`src/rtl/sort_pkg.sv`:
```
// Shared definitions for every merge-tree level: FSM states, default key width
// and the head-compare rule.
package sort_pkg;

  typedef enum logic [1:0] {
    MERGE   = 2'd0,
    DRAIN_A = 2'd1,
    DRAIN_B = 2'd2
  } state_t;

  localparam int unsigned DATA_WIDTH_DEF = 32;
  localparam int unsigned KEY_MAX_WIDTH  = 64;

  // Unsigned compare on zero-extended keys; ties favour A so the merge is stable.
  function automatic logic key_le(input logic [KEY_MAX_WIDTH-1:0] a,
                                  input logic [KEY_MAX_WIDTH-1:0] b);
    return a <= b;
  endfunction

endpackage

```
`src/rtl/merge_sel.sv`:
```
// Combinational head compare/select: decides which FIFO to pop this cycle and
// presents the word that will be registered.
module merge_sel
  import sort_pkg::*;
#(
  parameter int unsigned DATA_WIDTH = DATA_WIDTH_DEF
) (
  input  state_t                state,
  input  logic [DATA_WIDTH-1:0] a_dcmp,
  input  logic                  a_empty,
  input  logic [DATA_WIDTH-1:0] b_dcmp,
  input  logic                  b_empty,
  input  logic                  out_ready,
  output logic                  a_pop,
  output logic                  b_pop,
  output logic [DATA_WIDTH-1:0] sel_data
);

  logic [KEY_MAX_WIDTH-1:0] a_ext;
  logic [KEY_MAX_WIDTH-1:0] b_ext;

  always_comb begin
    a_ext = '0;
    b_ext = '0;
    a_ext[DATA_WIDTH-1:0] = a_dcmp;
    b_ext[DATA_WIDTH-1:0] = b_dcmp;
    a_pop = 1'b0;
    b_pop = 1'b0;
    case (state)
      MERGE: begin
        if (!a_empty && !b_empty && out_ready) begin
          if (key_le(a_ext, b_ext)) a_pop = 1'b1;
          else                      b_pop = 1'b1;
        end
      end
      DRAIN_A: a_pop = !a_empty && out_ready;
      DRAIN_B: b_pop = !b_empty && out_ready;
      default: ;
    endcase
    sel_data = a_pop ? a_dcmp : b_dcmp;
  end

endmodule

```
`src/rtl/merge_cell.sv`:
```
// 2-way merge stage: pops the smaller FIFO head and emits one ascending run of
// 2*RUN_LEN words per pair of input runs, back-to-back.
module merge_cell
  import sort_pkg::*;
#(
  parameter int unsigned DATA_WIDTH   = DATA_WIDTH_DEF,
  parameter int unsigned LOG2_RUN_LEN = 2
) (
  input  logic                  clk,
  input  logic                  reset,
  input  logic [DATA_WIDTH-1:0] a_dcmp,
  input  logic                  a_empty,
  output logic                  a_rd_en,
  input  logic [DATA_WIDTH-1:0] b_dcmp,
  input  logic                  b_empty,
  output logic                  b_rd_en,
  input  logic                  out_ready,
  output logic [DATA_WIDTH-1:0] out_data,
  output logic                  out_wr_en,
  output logic                  run_done,
  output logic                  busy
);

  localparam int unsigned     CW      = LOG2_RUN_LEN + 1;
  localparam logic [CW-1:0]   RUN_LEN = CW'(2 ** LOG2_RUN_LEN);

  state_t                state;
  logic [CW-1:0]         cnt_a;
  logic [CW-1:0]         cnt_b;
  logic [CW-1:0]         cnt_a_inc;
  logic [CW-1:0]         cnt_b_inc;
  logic                  a_pop;
  logic                  b_pop;
  logic                  pop;
  logic [DATA_WIDTH-1:0] sel_data;

  merge_sel #(
    .DATA_WIDTH(DATA_WIDTH)
  ) u_sel (
    .state    (state),
    .a_dcmp   (a_dcmp),
    .a_empty  (a_empty),
    .b_dcmp   (b_dcmp),
    .b_empty  (b_empty),
    .out_ready(out_ready),
    .a_pop    (a_pop),
    .b_pop    (b_pop),
    .sel_data (sel_data)
  );

  // Pops are gated by reset so upstream FIFOs never lose a word during reset.
  assign a_rd_en   = reset && a_pop;
  assign b_rd_en   = reset && b_pop;
  assign pop       = a_rd_en || b_rd_en;
  assign cnt_a_inc = cnt_a + CW'(1);
  assign cnt_b_inc = cnt_b + CW'(1);
  assign busy      = (cnt_a != '0) || (cnt_b != '0);

  always_ff @(posedge clk or negedge reset) begin
    if (!reset) begin
      state     <= MERGE;
      cnt_a     <= '0;
      cnt_b     <= '0;
      out_data  <= '0;
      out_wr_en <= 1'b0;
      run_done  <= 1'b0;
    end else begin
      out_wr_en <= pop;
      run_done  <= 1'b0;
      if (pop) out_data <= sel_data;
      case (state)
        MERGE: begin
          if (a_rd_en) begin
            cnt_a <= cnt_a_inc;
            if (cnt_a_inc == RUN_LEN) state <= DRAIN_B;
          end else if (b_rd_en) begin
            cnt_b <= cnt_b_inc;
            if (cnt_b_inc == RUN_LEN) state <= DRAIN_A;
          end
        end
        // In a drain state the other side is already full, so filling this
        // side completes the run and the next run can start immediately.
        DRAIN_A: begin
          if (a_rd_en) begin
            if (cnt_a_inc == RUN_LEN) begin
              cnt_a    <= '0;
              cnt_b    <= '0;
              state    <= MERGE;
              run_done <= 1'b1;
            end else begin
              cnt_a <= cnt_a_inc;
            end
          end
        end
        DRAIN_B: begin
          if (b_rd_en) begin
            if (cnt_b_inc == RUN_LEN) begin
              cnt_a    <= '0;
              cnt_b    <= '0;
              state    <= MERGE;
              run_done <= 1'b1;
            end else begin
              cnt_b <= cnt_b_inc;
            end
          end
        end
        default: state <= MERGE;
      endcase
    end
  end

endmodule

```
`config.mk`:
```
export PLATFORM = sky130hd
export DESIGN_NAME = merge_cell
export DESIGN_NICKNAME = d
export VERILOG_FILES = /design/src/rtl/sort_pkg.sv /design/src/rtl/merge_sel.sv /design/src/rtl/merge_cell.sv
export SDC_FILE = /design/constraint.sdc
export NUM_CORES = 1
export LEC_CHECK = 0
export ABC_AREA = 1
export CAP_MARGIN = 20
export CORE_ASPECT_RATIO = 0.9
export CORE_UTILIZATION = 42
export DETAILED_ROUTE_END_ITERATION = 7
export GPL_ROUTABILITY_DRIVEN = 0
export PLACE_DENSITY = 0.85
export SYNTH_ARGS = -nofsm -noshare
export SYNTH_HDL_FRONTEND = slang
export SYNTH_SLANG_ARGS = --single-unit
export TNS_END_PERCENT = 10
```
`constraint.sdc`:
```
create_clock -name clk -period 2.1 [get_ports clk]
set_input_delay 0.42 -clock clk [delete_from_list [all_inputs] [get_ports clk]]
set_output_delay 0.42 -clock clk [all_outputs]
set_load 0.005 [all_outputs]
```
==> results of run 1 <==
==> flip-flops by register name (all words and copies together) (netlist names) <==
name and flops:
out_data 32, cnt_a 3, cnt_b 3, state 2, out_wr_en 1, run_done 1
==> cells by family (layout without fill, tap and decap cells) <==
logic type	count (synthesis)	count (layout)	share of synthesized area (%)
AO/OA/AOI/OAI	58	58	12.40
AND/OR/NAND/NOR	209	209	27.97
buffers and inverters	77	214	10.32
adder cells (fa/ha/maj)	44	44	16.95
flip-flops	42	42	32.36
==> cells in the final DEF, fill, tap and decap left out, types with 2 or more instances in the layout <==
| master | count |
|---|---|
| ha_1 | 15 |
| inv_2 | 29 |
| nand2_1 | 87 |
| o21a_1 | 2 |
| nand2_2 | 11 |
| inv_1 | 25 |
| buf_4 | 36 |
| buf_12 | 3 |
| clkbuf_2 | 39 |
| buf_6 | 21 |
| ha_4 | 28 |
| a31oi_1 | 21 |
| nand3_1 | 44 |
| nor2_4 | 5 |
| buf_8 | 6 |
| a31oi_2 | 11 |
| a21oi_2 | 5 |
| nand4_1 | 7 |
| inv_4 | 6 |
| nand2_4 | 9 |
| a21oi_1 | 10 |
| buf_16 | 3 |
| o21ai_0 | 5 |
| nor2_2 | 4 |
| nor2_1 | 37 |
| dfrtp_1 | 42 |
| clkbuf_8 | 6 |
| clkdlybuf4s50_1 | 38 |
==> area by class of cell <==
| class | instances | area [um2] | area share [%] |
|---|---|---|---|
| Multi-Input combinational cell | 311 | 2391 | 45.85 |
| Tap cell | 96 | 120.1 | 2.303 |
| Sequential cell | 42 | 1051 | 20.15 |
| Timing Repair Buffer | 148 | 1330 | 25.50 |
| Inverter | 60 | 240.2 | 4.607 |
| Clock buffer | 6 | 82.58 | 1.583 |
==> path summary, 6_finish.rpt <==
check | from | endpoint | slack, ns
max in group asynchronous | reset | out_data[19]$_DFFE_PN0P_ | 1.40
worst min-delay path | reset | run_done$_DFF_PN0_ | 0.32
worst max register to register | state[1]$_DFFE_PN0P_ | state[0]$_DFFE_PN0P_ | 0
worst max-delay path | a_dcmp[18] | a_rd_en | -0.24
worst min register to register | cnt_a[1]$_DFFE_PN0P_ | cnt_a[1]$_DFFE_PN0P_ | 0.51
min in group clk | a_dcmp[0] | out_data[0]$_DFFE_PN0P_ | 0.38
==> per-layer routing <==
metal	up-vias	share of wire (%)	GRT usage, %
met4	0	1.9	8.264
met2	137	52	47.29
met1	1662	41	30.94
met3	25	5.1	4.928
met5	-	0	0
li1	1694	-	-
==> stage by stage <==
stage / instance area [um2] / setup WS [ns] / power (mW) / utilization [%]
6_report: 5215 / -0.2418 / 4.841 / 69.47
5_1_grt: 5215 / -0.3319 / 5.209 / 69.47
4_1_cts: 5102 / -0.3053 / 4.728 / 67.97
3_5_place_dp: 4697 / -1.014 / 4.011 / 62.57
3_3_place_gp: 4697 / -1.007 / 3.907 / 62.57
2_1_floorplan: 3398 / -0.01436 / 2.694 / -
==> power groups by stage <==
stage | clock network, mW | registers [mW] | logic (mW)
after detailed placement | 0 | 1.44 | 2.57
after global routing | 0.561 | 1.49 | 3.16
final | 0.521 | 1.44 | 2.88
after floorplan | 0 | 1.42 | 1.27
after global placement | 0 | 1.42 | 2.48
after CTS | 0.527 | 1.44 | 2.77
==> what timing repair did <==
action / in CTS / in global routing
setup endpoints to repair: 44 / 44
pin swaps: 45 / 60
setup buffers: 7 / 6
cloned: 3 / 0
gates resized for setup: 201 / 152
==> flow_summary.json, run 1 <==
{
  "outcome": "finished with violations",
  "failed_checks": "setup timing",
  "cts_tree": "yes",
  "cp_data_required_time_ns": 1.68,
  "yosysMostFrequentCell": "nand2_1",
  "arrival_ns": 1.92,
  "grt_first_pass_wirelength_um": 16390,
  "avgViaCountPerCell": 5.306,
  "floorplan.die_area_um2": 8089,
  "remaining_drc_errors": 0,
  "max_clock_freq_mhz": 427.0,
  "clk_transition_reported_paths_ns": 0.07,
  "dpl.hpwl_um": 6857,
  "diodes": 0,
  "critical_path.max_stage_delay_ns": 0.28,
  "ios": 106,
  "insertion_delay_ns": 0.30,
  "avgSynthCellArea_um2": 7.554,
  "clkSinkCount": 42,
  "crit_path_cell_trace": "buf_4, ha_4, nand4_1, nor4_4, nand2_1, buf_4, nand2_2, nand2_2, nand2_4, nand2_4, inv_4, buf_6",
  "grt_use_total_pct": 26.17,
  "antenna_left": 0,
  "netlist_top_cells_count": "103 x nand2_1, 57 x inv_1, 45 x nand3_1",
  "die-height_um": 85.43,
  "cp-end-kind": "output port",
  "power.net_switching_mw": 1.877,
  "holdWs_ns": 0.3165,
  "max_cap_viol_count": 0,
  "final.fill_count": 582,
  "clkPwrFrac_pct": 10.8,
  "tns_ns": -5.463,
  "ys.warnings.count": 0,
  "tightestPinTransition_ns": 0.5478,
  "routed_wirelength_um": 10370,
  "cts-htree-levels": 2,
  "synth_top_cells_by_area": "dfrtp_1 32%, ha_1 17%, nand2_1 12%",
  "total_leakage_power_nw": 2.465,
  "power-per-cell-area_nw_per_um2": 928.3,
  "post_route_cells_drive_above_1_share_pct": 40.39,
  "antenna_violations_before_repair": 0,
  "io_buffer_count": 105,
  "areaGrowthSynthToFinish_pct": 60.55,
  "rsz0062_at_grt": "yes",
  "cts_root_buffer": "clkbuf_8",
  "cellInternalPower_mw": 2.964,
  "gr_overflow_total": 0,
  "vdd_drop_max_uv": 362.7,
  "critical_path.max_fanout": 2,
  "rr_worst_depth": 15,
  "grt_start_max_net_pins": 43,
  "dpl.cell_count": 643,
  "slew-limit-headroom_pct": 63.48,
  "number_of_core_rows": 30,
  "finClkSkew_ns": 0.009191,
  "comb_power_share_pct": 59.5,
  "power.share.switching_pct": 38.78,
  "ctsLongestPathBuffers": 2,
  "synth_top_cell_by_area": "dfrtp_1",
  "setup_viol": 43,
  "timing.final.hold_violations": 0,
  "finalWorstSetupSlack_ns": -0.2418,
  "drt-wirelength-per-cell_um": 15.65,
  "detailroute.via_count": 3518,
  "timing.final.crit_period_ns": 2.342,
  "cp_num_buf_inv": 4,
  "synth_flop_cell": "dfrtp_1",
  "floorplan.die.width_um": 94.70,
  "cts-buffers-inserted": 5,
  "timing.hold.worst.class": "in -> async",
  "mappedNetlistArea_um2": 3248,
  "first_global_vias": 3648,
  "timing.critical_path.from_type": "primary input",
  "timing_max_transition_violations_final": 0,
  "seq_power_share_pct": 29.7,
  "final-instance-count-excl-fill": 663,
  "critPathSlowestCell": "nor4_4",
  "yosys.cell_types.count": 25,
  "holdBufCountCts": 0,
  "synthesis.instances": 430,
  "count_of_flip_flops_with_a_built_in_enable_after_synthesis": 0,
  "asyncSetResetFlopFracSynth_pct": 100.0,
  "core_region_area_um2": 7507,
  "drt_pre_antenna_iters": 5,
  "final.period_utilization_pct": 111.5,
  "timing_worst_setup_path_type": "in -> out",
  "layout.nets": 681,
  "drt_iter0_markers": 136,
  "synth_top_cell_area_share_pct": 32.36,
  "initial_core_util_pct": 43.27,
  "critical_path_cell_count": 12,
  "crit_family": "simple AND/OR/NAND/NOR gates",
  "synth-seq-area-share_pct": 32.36,
  "synth_fp_nets": 543,
  "seq_cells_post_synth": 42
}
Power figures use the tool's default switching activity.
==> run 2: changes to the inputs <==
GPL_ROUTABILITY_DRIVEN = default   (was 0)
HOLD_SLACK_MARGIN = 0.03   (was default)
SKIP_CTS_REPAIR_TIMING = 1   (was default)
==> flow_summary.json, run 2 (synthesis results as in run 1) <==
{
  "outcome": "finished with violations",
  "failed_checks": "setup timing",
  "max_cap_viol_count": 0,
  "clk_transition_reported_paths_ns": 0.08,
  "cp_data_required_time_ns": 1.68,
  "setup.reg_to_reg.worst_slack_ns": 0.07,
  "biggestRegsByFlops": "out_data (32), cnt_a (3), cnt_b (3)",
  "endpoint": "a_rd_en",
  "power.share.switching_pct": 38.79,
  "final-seq-area_um2": 1051,
  "timing.final.crit_period_ns": 2.469,
  "tightestPinTransition_ns": 0.4245,
  "timing_worst_setup_path_type": "in -> out",
  "setup_viol": 43,
  "dpl.hpwl_um": 6829,
  "timing.critical_path.from_type": "primary input",
  "layout.nets": 672,
  "gr-max-usage-layer": "met2",
  "timing.hold.worst.class": "in -> async",
  "avgViaCountPerCell": 5.119,
  "antenna_left": 0,
  "final.period_utilization_pct": 117.6,
  "ios": 106,
  "commonest_non_fill_non_tap_cells_in_the_layout": "91 x nand2_1, 47 x dlymetal6s2s_1, 42 x nand3_1, 42 x dfrtp_1, 38 x clkdlybuf4s50_1",
  "critical_path.reg2reg.startpoint": "state[0]$_DFFE_PN0P_",
  "final_core_util_pct": 69.35,
  "power.net_switching_mw": 1.840,
  "total_leakage_power_nw": 2.763,
  "mostFrequentLayoutCell": "nand2_1",
  "seq_power_share_pct": 30.7,
  "clkPwrFrac_pct": 11.5,
  "finClkSkew_ns": 0.009686,
  "floorplan.die.width_um": 94.70,
  "first_global_vias": 3244,
  "grt_first_pass_wirelength_um": 14630,
  "grt_start_max_net_pins": 42,
  "grt_use_total_pct": 22.91,
  "critical_path.max_fanout": 4,
  "timing.rr.end": "out_data[17]$_DFFE_PN0P_",
  "drt-wirelength-per-cell_um": 14.80,
  "cts-buffers-inserted": 5,
  "met1_usage_pct": 28.26,
  "post_route_cells_drive_above_1_share_pct": 29.29,
  "arrival_ns": 2.05,
  "max_clock_freq_mhz": 404.9,
  "detailroute.via_count": 3358,
  "timing.final.hold_violations": 0,
  "cp-end-kind": "output port",
  "rr_worst_depth": 13,
  "timing_max_transition_violations_final": 0,
  "critPathLaunch": "b_dcmp[31]",
  "report.power.total_mw": 4.744,
  "remaining_drc_errors": 0,
  "insertion_delay_ns": 0.30,
  "floorplan.die_area_um2": 8089,
  "antenna_violations_before_repair": 0,
  "areaGrowthSynthToFinish_pct": 60.28,
  "cts_tree": "yes",
  "globalplace.congestion": 0.8528,
  "finalWorstSetupSlack_ns": -0.3695,
  "grtUsageMet2_pct": 40.48,
  "largest_reg_flops": 32,
  "ctsLongestPathBuffers": 2,
  "gr_overflow_total": 0,
  "rsz0062_at_grt": "yes",
  "vdd_drop_max_uv": 395.6,
  "cts_root_buffer": "clkbuf_8",
  "dpl.cell_count": 640,
  "final.fill_count": 600,
  "routed_wirelength_um": 9711,
  "drt_pre_antenna_iters": 4,
  "clkSinkCount": 42,
  "final-instance-count-excl-fill": 656,
  "cellInternalPower_mw": 2.904,
  "comb_power_share_pct": 57.9,
  "multi_input_area_um2": 2290,
  "io_buffer_count": 105,
  "drt_iter0_markers": 135,
  "initial_core_util_pct": 43.27,
  "number_of_core_rows": 30,
  "slew-limit-headroom_pct": 71.70,
  "power-per-cell-area_nw_per_um2": 911.2,
  "diodes": 0,
  "cts-htree-levels": 2,
  "gr-usage-met3_pct": 4.659,
  "largest_register": "out_data",
  "die-height_um": 85.43,
  "dpl_worst_slack_ns": -1.065,
  "core_region_area_um2": 7507
}
## run 2: layout make-up
cell class                 count  share of cell area (%)
inverter                      60                   4.470
multi-input combinational    311                   43.98
timing repair buffer         139                   27.30
clock inverter                 1                 0.09613
clock buffer                   7                   1.658
sequential                    42                   20.19
tap                           96                   2.307
## run 2: worst max-delay path: stages
cell and delay [ns]:
buf_8 0.08, inv_4 0.03, ha_4 0.26, nand2_4 0.06, nor2_4 0.12, nand2_2 0.09, nor4_4 0.31, nand2_1 0.10
nand2_2 0.12, nand2_2 0.06, nand2_2 0.09, nand2_4 0.07, nand2_4 0.09, inv_2 0.04, clkbuf_2 0.10
## run 2: through the flow
step                      cell area (um2)  hold WS, ns   TNS, ns
after global placement               4674       0.4850    -36.56
after CTS                            4766       0.1576    -25.93
after detailed placement             4674       0.4800    -38.90
after global routing                 5206       0.1814    -12.54
final                                5206       0.1766    -7.477
after floorplan                      3398       0.1244  -0.05604
## run 2: power groups by stage
stage,Clock [mW],Sequential [mW],Combinational [mW]
global route,0.589,1.49,3.06
finish,0.544,1.45,2.75
detailed placement,0,1.43,2.56
global placement,0,1.43,2.49
floorplan,0,1.42,1.27
CTS,0.556,1.42,2.57
## run 2: layer usage
| metal | wire (um) | vias to the layer above | part of all wire, % |
|---|---|---|---|
| li1 | - | 1674 | - |
| met1 | 4007 | 1558 | 41 |
| met2 | 5023 | 111 | 52 |
| met3 | 536 | 15 | 5.5 |
| met4 | 143 | 0 | 1.5 |
| met5 | 0 | - | 0 |
## run 2: worst min path at each step
stage	start	depth (start not counted)	to	slack, ns
final	reset	2	out_data[23]$_DFFE_PN0P_	0.18
after global routing	reset	2	out_data[23]$_DFFE_PN0P_	0.18
after CTS	reset	2	out_data[23]$_DFFE_PN0P_	0.16
after detailed placement	reset	2	out_data[15]$_DFFE_PN0P_	0.48
after global placement	reset	2	out_data[15]$_DFFE_PN0P_	0.49
after floorplan	reset	0	cnt_a[0]$_DFFE_PN0P_	0.12
==> run 3: changes to the inputs <==
CELL_PAD_IN_SITES_DETAIL_PLACEMENT = 1   (was default)
CELL_PAD_IN_SITES_GLOBAL_PLACEMENT = 1   (was default)
CORE_UTILIZATION = 30   (was 42)
PLACE_DENSITY = 0.86   (was 0.85)
==> flow_summary.json, run 3 (synthesis results as in run 1) <==
{
  "outcome": "finished with violations",
  "failed_checks": "DRC, setup timing",
  "cts-htree-levels": 2,
  "die-height_um": 100.7,
  "final-seq-area_um2": 1051,
  "timing_worst_setup_path_type": "in -> out",
  "worst_path_most_repeated_cell": "nand2_4",
  "ios": 106,
  "cp_data_required_time_ns": 1.68,
  "floorplan.die.width_um": 111.7,
  "final.fill_count": 1227,
  "drt_pre_antenna_iters": 6,
  "vdd_drop_max_uv": 435.5,
  "max_clock_freq_mhz": 400.3,
  "cts_root_buffer": "clkbuf_16",
  "clkSinkCount": 42,
  "routed_wirelength_um": 12450,
  "first_global_vias": 3709,
  "timing.final.crit_period_ns": 2.498,
  "commonest_non_fill_non_tap_cells_in_the_layout": "86 x nand2_1, 47 x dlymetal6s2s_1, 42 x nand3_1, 42 x dfrtp_1, 38 x clkdlybuf4s50_1",
  "critical_path.max_stage_delay_ns": 0.30,
  "grt_use_total_pct": 20.05,
  "final_core_util_pct": 51.89,
  "post_route_cells_drive_above_1_share_pct": 29.70,
  "insertion_delay_ns": 0.30,
  "timing_max_transition_violations_final": 0,
  "biggestRegsByFlops": "out_data (32), cnt_a (3), cnt_b (3)",
  "slew-limit-headroom_pct": 59.35,
  "max_cap_viol_count": 0,
  "areaGrowthSynthToFinish_pct": 65.79,
  "dpl.hpwl_um": 8218,
  "drt_iter0_markers": 85,
  "dpl_worst_slack_ns": -1.089,
  "gr_overflow_total": 0,
  "grt_start_max_net_pins": 48,
  "finalWorstSetupSlack_ns": -0.3980,
  "drt-wirelength-per-cell_um": 18.07,
  "largest_reg_flops": 32,
  "largest_register": "out_data",
  "cp-end-kind": "output port",
  "timing.final.hold_violations": 0,
  "ctsLongestPathBuffers": 2,
  "io_buffer_count": 105,
  "layout.nets": 671,
  "cts_tree": "yes",
  "antenna_violations_before_repair": 1,
  "setup_viol": 43,
  "power-per-cell-area_nw_per_um2": 981.3,
  "final.period_utilization_pct": 119.0,
  "timing.hold.worst.class": "in -> async",
  "antenna_left": 0,
  "finClkSkew_ns": 0.006180,
  "core_region_area_um2": 10380,
  "initial_core_util_pct": 31.30,
  "critical_path.max_fanout": 2,
  "avgViaCountPerCell": 5.147,
  "detailroute.via_count": 3546,
  "tightestPinTransition_ns": 0.6098,
  "timing.critical_path.from_type": "primary input",
  "remaining_drc_errors": 4,
  "globalplace.congestion": 0.8434,
  "tns_ns": -10.61,
  "mostFrequentLayoutCell": "nand2_1",
  "rsz0062_at_grt": "yes",
  "total_leakage_power_nw": 2.820,
  "critPathSlowestCell": "nor4_4",
  "arrival_ns": 2.08,
  "number_of_core_rows": 35,
  "multi_input_area_um2": 2338,
  "cts-buffers-inserted": 5,
  "report.power.total_mw": 5.284,
  "holdWs_ns": 0.3798,
  "clk_transition_reported_paths_ns": 0.06,
  "crit_path_cell_trace": "buf_6, ha_4, nand2_4, nor2_4, nand2_2, nor4_4, buf_4, nand2_4, nand2_4, nand2_2, nand2_2, nand2_4, nand2_4, inv_2, clkbuf_2",
  "floorplan.die_area_um2": 11250,
  "grt_first_pass_wirelength_um": 17660
}
-- run 3: cell types whose count changed in the layout (fill, tap and decap cells not counted), moves of 2 or more --
cell,before,now
a21oi_1,9,11
a21oi_2,6,4
buf_12,1,3
buf_6,6,10
buf_8,3,1
clkbuf_16,0,6
clkbuf_2,8,4
clkbuf_8,6,1
inv_2,22,20
nand2_1,91,86
nand2_4,4,8
nand3_2,2,0
nand3_4,1,3
-- run 3: path summary, 6_finish.rpt --
kind / startpoint / to / slack [ns] / cells after the start
worst max-delay path: a_dcmp[31] / a_rd_en / -0.40 / 15
min in group clk: a_dcmp[27] / out_data[27]$_DFFE_PN0P_ / 0.39 / 3
max in group asynchronous: reset / out_data[28]$_DFFE_PN0P_ / 1.31 / 2
worst min-delay path: reset / cnt_b[2]$_DFFE_PN0P_ / 0.38 / 2
worst min register to register: cnt_a[1]$_DFFE_PN0P_ / cnt_a[1]$_DFFE_PN0P_ / 0.52 / 2
worst max register to register: state[1]$_DFFE_PN0P_ / state[1]$_DFFE_PN0P_ / -0.04 / 15
-- run 3: through the flow --
step,std cells,instance area (um2)
2_1_floorplan,430,3398
4_1_cts,682,4871
6_report,689,5385
3_3_place_gp,674,4723
5_1_grt,689,5385
3_5_place_dp,674,4723
-- run 3: layout make-up --
cell class	instances	area share (%)
Clock inverter	1	0.09294
Sequential cell	42	19.52
Clock buffer	7	2.649
Timing Repair Buffer	138	26.91
Tap cell	129	2.997
Inverter	60	4.368
Antenna cell	1	0.04647
Multi-Input combinational cell	311	43.42
-- run 3: critical path, delay by kind of cell --
kind | cells | cell delay (ns)
adder cells (fa/ha/maj) | 1 | 0.28
AND/OR/NAND/NOR | 10 | 0.96
buffers and inverters | 4 | 0.41
-- run 3: power breakdown --
part / internal [mW] / switching (mW) / total [mW] / leakage [nW]
clock: 0.472 / 0.340 / 0.813 / 0.0739
sequential: 1.19 / 0.275 / 1.46 / 0.486
combinational: 1.51 / 1.50 / 3.01 / 2.26
total: 3.17 / 2.12 / 5.28 / 2.82
-- run 3: metal layers --
metal | wire, um | track usage [%] | vias to the layer above
met4 | 205 | 5.925 | 0
met1 | 5127 | 23.49 | 1762
li1 | - | - | 1671
met3 | 676 | 4.750 | 20
met5 | 0 | 0 | -
met2 | 6442 | 36.45 | 93
